$ cat src/rtl/integral_image_builder.sv
// Integral image builder: turns a raster-order 4-bit pixel stream into
// integral-image values and writes them to the classifier buffer. A one-row
// line buffer holds ii(x, y-1), and a running row sum supplies the current row.
module integral_image_builder #(
  parameter int unsigned II_WIDTH  = 160,
  parameter int unsigned II_HEIGHT = 120,
  parameter int unsigned PIX_W     = 4,
  parameter int unsigned DATA_W    = 21,
  parameter int unsigned ADDR_W    = 15
) (
  input  logic              clk,
  input  logic              rst,
  input  logic              pix_valid,
  input  logic              pix_sof,
  input  logic [PIX_W-1:0]  pix_data,
  input  logic              buffer_lock,
  output logic              wr_en,
  output logic [ADDR_W-1:0] wr_addr,
  output logic [DATA_W-1:0] wr_data,
  output logic              frame_done,
  output logic              frame_abort
);

  localparam int unsigned XW = $clog2(II_WIDTH);
  localparam int unsigned YW = $clog2(II_HEIGHT);

  typedef enum logic [1:0] {StIdle, StAccum, StSkip} state_e;

  state_e            state_q, state_d;
  logic [XW-1:0]     x_q, x_d;
  logic [YW-1:0]     y_q, y_d;
  logic [DATA_W-1:0] row_sum_q, row_sum_d;
  logic [DATA_W-1:0] line_buf_q [II_WIDTH];

  logic              wr_en_q;
  logic [ADDR_W-1:0] wr_addr_q;
  logic [DATA_W-1:0] wr_data_q;
  logic              last_q, last_d;
  logic              done_q;
  logic              abort_q, abort_d;

  logic              restart;
  logic              accept;
  logic [XW-1:0]     cur_x;
  logic [YW-1:0]     cur_y;
  logic [DATA_W-1:0] row_sum_new;
  logic [DATA_W-1:0] prev_row;
  logic [DATA_W-1:0] ii;
  logic [ADDR_W-1:0] addr;

  // Next-state: sof handling, pixel acceptance, counters and integral arithmetic
  always_comb begin
    state_d     = state_q;
    x_d         = x_q;
    y_d         = y_q;
    row_sum_d   = row_sum_q;
    abort_d     = 1'b0;
    last_d      = 1'b0;
    restart     = 1'b0;
    accept      = 1'b0;
    cur_x       = x_q;
    cur_y       = y_q;

    unique case (state_q)
      StIdle, StSkip: restart = pix_valid & pix_sof;
      StAccum: begin
        restart = pix_valid & pix_sof;
        // A sof anywhere past (0,0) abandons the frame in progress
        abort_d = restart && ((x_q != '0) || (y_q != '0));
        accept  = pix_valid & ~pix_sof;
      end
      default: state_d = StIdle;
    endcase

    // buffer_lock is only looked at here, so mid-frame changes are ignored
    if (restart) begin
      cur_x = '0;
      cur_y = '0;
      x_d   = '0;
      y_d   = '0;
      if (buffer_lock) begin
        state_d = StSkip;
      end else begin
        state_d = StAccum;
        accept  = 1'b1;
      end
    end

    row_sum_new = (cur_x == '0) ? DATA_W'(pix_data) : row_sum_q + DATA_W'(pix_data);
    // Row 0 never reads the line buffer, so it need not be cleared on reset
    prev_row    = (cur_y == '0) ? '0 : line_buf_q[cur_x];
    ii          = row_sum_new + prev_row;
    addr        = ADDR_W'(cur_y) * ADDR_W'(II_WIDTH) + ADDR_W'(cur_x);

    if (accept) begin
      row_sum_d = row_sum_new;
      if (cur_x == XW'(II_WIDTH - 1)) begin
        x_d = '0;
        if (cur_y == YW'(II_HEIGHT - 1)) begin
          y_d     = '0;
          state_d = StIdle;
          last_d  = 1'b1;
        end else begin
          y_d = cur_y + YW'(1);
        end
      end else begin
        x_d = cur_x + XW'(1);
        y_d = cur_y;
      end
    end
  end

  // State, counters and registered outputs; frame_done trails the last write
  always_ff @(posedge clk) begin
    if (rst) begin
      state_q   <= StIdle;
      x_q       <= '0;
      y_q       <= '0;
      row_sum_q <= '0;
      wr_en_q   <= 1'b0;
      wr_addr_q <= '0;
      wr_data_q <= '0;
      last_q    <= 1'b0;
      done_q    <= 1'b0;
      abort_q   <= 1'b0;
    end else begin
      state_q   <= state_d;
      x_q       <= x_d;
      y_q       <= y_d;
      row_sum_q <= row_sum_d;
      wr_en_q   <= accept;
      if (accept) begin
        wr_addr_q <= addr;
        wr_data_q <= ii;
      end
      last_q    <= last_d;
      done_q    <= last_q;
      abort_q   <= abort_d;
    end
  end

  // Line buffer: column x holds ii of the previous row until overwritten
  always_ff @(posedge clk) begin
    if (!rst && accept) begin
      line_buf_q[cur_x] <= ii;
    end
  end

  assign wr_en       = wr_en_q;
  assign wr_addr     = wr_addr_q;
  assign wr_data     = wr_data_q;
  assign frame_done  = done_q;
  assign frame_abort = abort_q;

endmodule

$ cat config.mk
export PLATFORM = sky130hd
export DESIGN_NAME = integral_image_builder
export DESIGN_NICKNAME = d
export VERILOG_FILES = /design/src/rtl/integral_image_builder.sv
export SDC_FILE = /design/constraint.sdc
export NUM_CORES = 2
export LEC_CHECK = 0
export ABC_AREA = 1
export BUFFER_PORTS_ARGS = -buffer_cell sky130_fd_sc_hd__buf_2
export CAP_MARGIN = 20
export CORE_UTILIZATION = 63
export CTS_CLUSTER_DIAMETER = 120
export DETAILED_ROUTE_END_ITERATION = 7
export PLACE_DENSITY_LB_ADDON = 0.05
export SETUP_SLACK_MARGIN = 0.15
export SYNTH_ARGS = -nofsm -noshare
export SYNTH_HDL_FRONTEND = slang
export SYNTH_SLANG_ARGS = --single-unit
$ cat constraint.sdc
create_clock -name clk -period 15.64 [get_ports clk]
set_clock_uncertainty 0.05 [all_clocks]
set_input_delay 3.128 -clock clk [delete_from_list [all_inputs] [get_ports clk]]
set_output_delay 3.128 -clock clk [all_outputs]
set_load 0.02 [all_outputs]
==> flow_metrics.env <==
export IMPL_crit_arrival_ns=11.19
export IMPL_synth_flop_cell="edfxtp_1"
export IMPL_peakVddDrop_mv=0.1108
export IMPL_vias=92134
export IMPL_clk_transition_reported_paths_ns=0.06
export IMPL_finalHoldViolCount=0
export IMPL_ys_async_sr_fraction_pct=0
export IMPL_synth_top_cells_by_count="edfxtp_1, nand2_1, a21oi_1"
export IMPL_gp_congestion=0.9526
export IMPL_holdPathStages=2
export IMPL_crit_path_start_kind="input port"
export IMPL_holdWs_ns=0.3545
export IMPL_ys_warnings_count=0
export IMPL_stdcell_count=13671
export IMPL_area_growth_pct=10.15
export IMPL_hold_class="flip-flop to flip-flop"
export IMPL_dieArea_sq_mm=0.2216
export IMPL_core_sq_mm=0.2178
export IMPL_cts_tree="built"
export IMPL_hp_start="last_q$_SDFF_PP0_"
export IMPL_period_needed_ns=10.67
export IMPL_synth_seq_cells=3438
export IMPL_ios=48
export IMPL_std_cell_rows=171
export IMPL_antenna_found_initial=17
export IMPL_r2r_end="line_buf_q[33][16]$_DFFE_PP_"
export IMPL_status="finished, violations left"
export IMPL_wl_per_cell_um=30.55
export IMPL_fmax_ghz=0.09373
export IMPL_drt_first_pass_iters=8
export IMPL_required_ns=16.17
export IMPL_end_kind="flip-flop"
export IMPL_slew_headroom_pct=13.38
export IMPL_synth_most_common_cell="edfxtp_1"
export IMPL_fin_crit_sh_pct=68.21
export IMPL_drt_total_wl_um=417600
export IMPL_worstMarginPinSlew_ns=1.286
export IMPL_crit_path_start="pix_sof"
export IMPL_slew_viol_final=0
export IMPL_initial_utilization_pct=63.55
export IMPL_synth_edff_count=3360
export IMPL_drive_gt1_share_pct=9.315
export IMPL_synth_area_leaders="edfxtp_1, nand2_1, a21oi_1"
export IMPL_viasPerCell=6.739
export IMPL_die_w_um=470.7
export IMPL_synth_top_area_share_pct=72.89
export IMPL_path_class="input port to flip-flop"
export IMPL_drt_initial_drc_count=13532
export IMPL_synth_cell_area_sq_mm=0.1384
export IMPL_fin_nets=10617
export IMPL_cts_root_buf="clkbuf_16"
export IMPL_synth_distinct_cells=59
export IMPL_numCtsBuffers=354
export IMPL_cts_hold_buf=0
export IMPL_reg2reg_depth=23
export IMPL_grt_max_degree=186
export IMPL_grt_pass1_vias=86571
export IMPL_regToRegSetupSlack_ns=6.50
export IMPL_clockBufferDepth=4
export IMPL_setup_violations=0
export IMPL_min_to="frame_done$_SDFF_PP0_"
export IMPL_power_density_mw_per_mm2=122.0
export IMPL_fin_setup_tns_ns=0
export IMPL_final_area_sq_mm=0.1525
export IMPL_clock_latency_ns=0.98
export IMPL_cp_max_fo=166
export IMPL_postRouteAntennaNets=0
export IMPL_maxCapViolCount=0
export IMPL_mappedNetlistNets=10671
export IMPL_globalRouteOverflowTotal=0
export IMPL_grt_use_total_pct=37.49
export IMPL_cts_num_sinks=3438
export IMPL_grt_pass1_wl_um=599900
export IMPL_die_h_um=470.7
export IMPL_p_total_mw=18.60
export IMPL_syn_inst=10615
export IMPL_dp_hpwl_um=229100
export IMPL_post_cts_buffers=0
export IMPL_synth_largest_area_cell="edfxtp_1"
export IMPL_cts_max_level=5
export IMPL_yosysSeqAreaShare_pct=74.02
export IMPL_port_buffers=47
export IMPL_rsz0062_at_grt="no"
export IMPL_dp_cells=13057
export IMPL_drc=2
export IMPL_total_leakage_power_nw=53.66
export IMPL_dpl_cell_area_sq_mm=0.1417
export IMPL_worstReg2RegStart="x_q[0]$_SDFF_PP0_"
export IMPL_violations="DRC"
export IMPL_ctsResizeCount=0
export IMPL_avgSynthCellArea_sq_um=13.04
-- worst max-delay path: stages --
cell,delay (ns)
buf_2,0.11
nand2_4,0.09
inv_2,0.11
nand2_8,0.28
nand2_8,0.60
buf_4,0.54
buf_12,0.60
a21oi_1,0.12
a32o_1,0.31
nand2_1,0.08
o21ai_0,0.08
o21ai_0,0.90
nand2_1,0.10
nor2_1,0.35
nor2_1,0.24
nor2_1,0.16
ha_1,0.29
nand2_1,0.13
nor2_1,0.20
nand2_1,0.08
o211ai_1,0.12
or2_2,0.24
a21oi_1,0.13
xnor2_2,0.82
buf_4,0.92
-- where the power goes --
| group | switching, mW | internal, mW |
|---|---|---|
| clock network | 3.39 | 4.60 |
| registers | 0.00873 | 10.0 |
| logic | 0.424 | 0.142 |
| total | 3.82 | 14.8 |
-- layer usage --
layer  share of wire, %  wire (um)  global-route usage (%)
met1                 37     155700                   52.79
met2                 45     186900                   55.85
met3                 13      53670                   9.116
met4                5.1      21250                   17.00
met5              0.019         79                       0
-- worst max path at each step --
stage          depth (start not counted)                            end
6_report                              25   line_buf_q[33][16]$_DFFE_PP_
5_1_grt                               25   line_buf_q[35][16]$_DFFE_PP_
4_1_cts                               25  line_buf_q[134][15]$_DFFE_PP_
3_5_place_dp                          25  line_buf_q[128][15]$_DFFE_PP_
3_3_place_gp                          26  line_buf_q[114][14]$_DFFE_PP_
2_1_floorplan                         25    line_buf_q[0][19]$_DFFE_PP_
-- sequential cells by signal, summed over array words and instances, names as in the netlist --
signal / flops
frame_done: 1
row_sum_q: 21
last_q: 1
frame_abort: 1
x_q: 8
y_q: 7
line_buf_q: 3360
wr_data: 21
wr_en: 1
state_q: 2
wr_addr: 15
-- placed cells by master (no fill, tap or decap), drive strengths merged, types with 213 or more instances in the layout --
master	Yosys	final
clkbuf	149	431
a32oi	454	454
edfxtp	3360	3360
o21ai	389	389
nand2	3013	3013
inv	207	213
a21oi	806	806
buf	556	295
nor2	655	655
a32o	264	264
-- kinds of logic (layout without fill, tap and decap cells) --
| kind of cell | count (synthesis) | in the layout | synth area share (%) |
|---|---|---|---|
| and+or+nand+nor | 3942 | 3942 | 11.20 |
| DFF | 3438 | 3438 | 74.02 |
| AOI/OAI and AO/OA | 2240 | 2240 | 10.79 |
| buffers and inverters | 915 | 1111 | 3.333 |
| adders and majority gates | 47 | 47 | 0.4466 |
| xor gates and xnor gates | 33 | 33 | 0.2088 |
| other | 0 | 6 | 0 |
-- final cells by class --
| cell class | count | area, sq um |
|---|---|---|
| diodes | 6 | 15.01 |
| clock buffers | 431 | 9275 |
| clock inverters | 175 | 1469 |
| fillers | 14733 | 65340 |
| inverters | 210 | 815.8 |
| multi-input cells | 6262 | 32450 |
| flip-flops and latches | 3438 | 102500 |
| well taps | 2854 | 3571 |
| repair buffers | 295 | 2412 |
-- metrics by stage --
step           setup slack [ns]  util [%]
2_1_floorplan             3.606         -
3_3_place_gp              4.234     65.03
3_5_place_dp              4.392     65.04
4_1_cts                   5.369     69.97
5_1_grt                   4.906     70.00
6_report                  4.972     70.00
(Power assumes the default switching activity.)
